===== config.mk =====
export PLATFORM = sky130hd
export DESIGN_NAME = te_radio_seq
export DESIGN_NICKNAME = d
export VERILOG_FILES = /design/src/rtl/te_radio_seq.sv
export SDC_FILE = /design/constraint.sdc
export NUM_CORES = 1
export LEC_CHECK = 0
export CORE_MARGIN = 3
export CORE_UTILIZATION = 60
export CTS_CLUSTER_SIZE = 8
export DETAILED_ROUTE_END_ITERATION = 8
export PLACE_DENSITY_LB_ADDON = 0.3
export SLEW_MARGIN = 0
export SYNTH_ARGS = -nofsm -noshare
export SYNTH_HDL_FRONTEND = slang
export SYNTH_SLANG_ARGS = --single-unit

===== constraint.sdc =====
create_clock -name ck -period 5.5 [get_ports ck]
set_input_delay 1.1 -clock ck [delete_from_list [all_inputs] [get_ports ck]]
set_output_delay 1.1 -clock ck [all_outputs]
set_load 0.01 [all_outputs]

===== src/rtl/te_radio_seq.sv =====
// Radio power-up sequencer: waits for PLL lock plus a minimum settle time,
// then issues a fixed-length fast-settle strobe when receive is requested.
//
// Ports:
//   ck, arst        clock, async active-high reset
//   isolate         clamps pllSettled/tArstFs low combinationally
//   radioEnableReq  power-up request (level)
//   rxReq           receive-enable request (level)
//   pllLock         PLL lock, synchronous to ck
//   settleCount     minimum settle cycles, latched on entry to WAIT
//   pllSettled      PLL settled, radio usable
//   tArstFs         fast-settle strobe
//   busy            sequencing in progress
//   timeoutErr      lock timeout (held until request drops)
module te_radio_seq #(
  parameter int CNT_W     = 12,
  parameter int FS_CYCLES = 4,
  parameter int TIMEOUT   = 4095
) (
  input  logic             ck,
  input  logic             arst,
  input  logic             isolate,
  input  logic             radioEnableReq,
  input  logic             rxReq,
  input  logic             pllLock,
  input  logic [CNT_W-1:0] settleCount,
  output logic             pllSettled,
  output logic             tArstFs,
  output logic             busy,
  output logic             timeoutErr
);

  localparam logic [CNT_W-1:0] TMO   = CNT_W'(TIMEOUT);
  localparam logic [7:0]       FS_LD = 8'(FS_CYCLES - 1);

  typedef enum logic [2:0] {
    IDLE    = 3'd0,
    WAIT    = 3'd1,
    SETTLED = 3'd2,
    FS      = 3'd3,
    RX      = 3'd4,
    ERR     = 3'd5
  } state_t;

  state_t           state, state_n;
  logic [CNT_W-1:0] cnt, cnt_n;
  logic [CNT_W-1:0] lim, lim_n;
  logic [7:0]       fs, fs_n;

  always_ff @(posedge ck or posedge arst) begin
    if (arst) begin
      state <= IDLE;
      cnt   <= '0;
      lim   <= '0;
      fs    <= '0;
    end else begin
      state <= state_n;
      cnt   <= cnt_n;
      lim   <= lim_n;
      fs    <= fs_n;
    end
  end

  always_comb begin
    state_n = state;
    cnt_n   = cnt;
    lim_n   = lim;
    fs_n    = fs;
    if (!radioEnableReq) begin
      state_n = IDLE;
    end else begin
      unique case (state)
        IDLE: begin
          state_n = WAIT;
          cnt_n   = '0;
          lim_n   = settleCount;
        end
        WAIT: begin
          if (cnt != TMO) cnt_n = cnt + 1'b1;
          // Settle check wins over timeout on the same cycle.
          if (cnt >= lim && pllLock) state_n = SETTLED;
          else if (cnt == TMO)       state_n = ERR;
        end
        SETTLED, FS, RX: begin
          if (!pllLock) begin
            state_n = WAIT;
            cnt_n   = '0;
            lim_n   = settleCount;
          end else if (state == SETTLED) begin
            if (rxReq) begin
              state_n = FS;
              fs_n    = FS_LD;
            end
          end else if (state == FS) begin
            // rxReq is ignored here so the strobe always runs full length.
            if (fs == 8'd0) state_n = RX;
            else            fs_n    = fs - 8'd1;
          end else begin
            if (!rxReq) state_n = SETTLED;
          end
        end
        ERR: state_n = ERR;
        default: state_n = IDLE;
      endcase
    end
  end

  assign pllSettled = !isolate &&
                      (state == SETTLED || state == FS || state == RX);
  assign tArstFs    = !isolate && (state == FS);
  assign busy       = (state == WAIT) || (state == FS);
  assign timeoutErr = (state == ERR);

endmodule


==> flow_metrics.tcl <==
set metrics [dict create \
    rsz0062_at_grt "false" \
    drc 0 \
    core_um2 3390 \
    leakage_nw 1.07 \
    overflow 0 \
    post-place-cells 302 \
    cp.required_ns 4.40 \
    crit_path_end "tArstFs" \
    ys_seq_area_share_pct 41.1 \
    postCtsSetupBuffers 0 \
    r2r-end "lim[0]" \
    htreeDepth 2 \
    netSwitchingFraction_pct 38.1 \
    period_minus_slack_ns 3.38 \
    antenna_found_initial 0 \
    rows 21 \
    postCtsHoldBufs 0 \
    ant_nets 0 \
    clock.fmax_ghz 0.296 \
    gp_congestion 0.900 \
    yosysTopAreaCell "dfrtp_1" \
    status "finished clean" \
    via_per_inst 5.73 \
    ff2ff_path_depth 5 \
    finalSetupViolations 0 \
    fin_tns_setup_ns 0 \
    synthCells 241 \
    cts_resized 0 \
    utilization_pct 72.4 \
    syn_area_per_cell_um2 8.84 \
    avgRoutedWirePerCell_um 14.1 \
    synth_compound_area_share_pct 19.2 \
    internal_power_uw 604 \
    grt_usage_pct 23.5 \
    clk_path_buf_depth 2 \
    fin_worst_skew_ns 0.00877 \
    design_area_um2 2450 \
    drive_gt1_share_pct 7.22 \
    cts-buffers-inserted 5 \
    yosys_warnings 0 \
    synth.area.top_cells "dfrtp_1 (41%), ha_1 (8.8%), o21ai_0 (5.6%)" \
    r2r_start "state[0]" \
    finalCritPeriodShare_pct 61.4 \
    yosys-top-cells-count "dfrtp_1 (35), nand2_1 (25), o21ai_0 (24), nor2_1 (22), inv_1 (19)" \
    syn_area_um2 2130 \
    worst-slew-pin-transition_ns 1.03 \
    grt_pass1_vias 1741 \
    synthArstFlopShare_pct 100 \
    synthSimpleGateAreaFrac_pct 22.0 \
    via_count 1770 \
    critPathKind "primary input to output port" \
    dpl_cell_area_um2 2380 \
    die_w_um 65.6 \
    p_total_uw 976 \
    ir_worst_vdd_mv 0.237 \
    ios 22 \
    antennaDiodeCount 0 \
    die-area_um2 4300 \
    power_density_nw_per_um2 398 \
    final_cells 309 \
    synth_fa_ha_area_share_pct 8.81 \
    area_delta_synth_final_pct 15.2 \
    nets 296 \
    synth_seq_cells 35 \
    seqPwrFrac_pct 40.5 \
    grt_pass1_wl_um 7880 \
    synth-main-ff-cell "dfrtp_1" \
    synth_top_family_by_area "simple AND/OR/NAND/NOR gates" \
    port_buffers 21 \
    cp-end-kind "output port" \
    pwr-share-clk_pct 18.2 \
    synthMuxAreaShare_pct 0.999 \
    synth_most_common_cell "dfrtp_1" \
    synth_cell_types 46 \
    root_buffer "clkbuf_4" \
    start_kind "primary input" \
    clock_sinks 35 \
    initial_core_util_pct 62.8 \
    drt_iter0_markers 112 \
    grt_max_degree 36 \
    max-cap-violations 0 \
    p_sw_uw 372 \
    die_y_um 65.6 \
    synth-xor-area-share_pct 3.29 \
    pwr-share-comb_pct 41.3 \
    synth_edf_count 0 \
    hold_viol 0 \
    detailed_place_hpwl_um 3270 \
    synth_top_area_share_pct 41.1 \
    cts.clk_slew.worst_paths_ns 0.10 \
    cp_max_fo 2 \
    crit_arrival_ns 2.28 \
    firstDrtPassIters 4 \
    clkLatencyLatePin_ns 0.34 \
    slew_violations 0 \
    cts_tree "done" \
    routed_wl_um 4370 \
    min_path_type "register to register" \
    slew_headroom_pct 31.2 \
    startpoint "isolate" \
    synth_nets 274 \
    reg2reg_setup_slack_ns 3.22 \
]
## cells in the final DEF, fill, tap and decap left out, drive strengths merged, types with 2 or more instances in the layout
cell           count
o21a               2
dfrtp             35
a31oi              2
nand2             25
nor3b              2
nor4               2
xor2               6
a21oi             16
clkdlybuf4s50     21
inv               19
or3                4
and3b              2
nand3             10
and2               2
a2bb2oi            2
nand2b             3
nor2              23
ha                15
xnor2              2
clkbuf             5
o21ai             33
nand4              5
nand3b             2
nor3               6
## stage by stage
stage,worst slack [ns],hold slack (ns)
detailed placement,2.12,0.463
CTS,2.12,0.475
floorplan,2.98,0.431
global placement,2.13,0.457
global route,2.08,0.513
finish,2.12,0.469
## per-layer routing
layer  wire length (um)  track usage, %  vias up
li1                   -               -      896
met1               2020            31.1      831
met5                  0               0        -
met2               2090            37.0       32
met4                 92            10.1        0
met3                162            4.96       11
## registers in the layout, indices dropped and copies added (netlist names)
signal,cells
cnt,12
state,3
fs,8
lim,12
## critical path: stages
cell and delay [ns]:
clkdlybuf4s50_1 0.43, nor3b_1 0.19, clkdlybuf4s50_1 0.56
## cell type report
cell class	instances	area (um^2)
multi-input cells	180	1160
fillers	256	936
flip-flops and latches	35	876
repair buffers	22	218
inverters	19	71.3
well taps	46	57.6
clock buffers	5	37.5
clock inverters	2	37.5
## kinds of logic (layout without fill, tap and decap cells)
| group | Yosys count | after routing |
|---|---|---|
| buffers and inverters | 26 | 48 |
| adders and majority gates | 15 | 15 |
| AOI/OAI and AO/OA | 65 | 65 |
| and+or+nand+nor | 90 | 90 |
| muxes | 2 | 2 |
| xor gates and xnor gates | 8 | 8 |
| DFF | 35 | 35 |
## power by group through the flow
stage	registers (mW)	logic, mW	clock network (mW)
detailed placement	0.401	0.404	0
finish	0.395	0.403	0.177
floorplan	0.372	0.324	0
global placement	0.397	0.386	0
global route	0.408	0.469	0.192
CTS	0.396	0.405	0.180
## worst min path at each step
| stage | startpoint | end | depth (start not counted) |
|---|---|---|---|
| 2_1_floorplan | fs[7] | fs[7] | 1 |
| 3_3_place_gp | fs[7] | fs[7] | 1 |
| 3_5_place_dp | fs[7] | fs[7] | 1 |
| 4_1_cts | fs[7] | fs[7] | 1 |
| 5_1_grt | fs[7] | fs[7] | 1 |
| 6_report | fs[7] | fs[7] | 1 |
No activity file was read; power rests on OpenSTA's default activity.
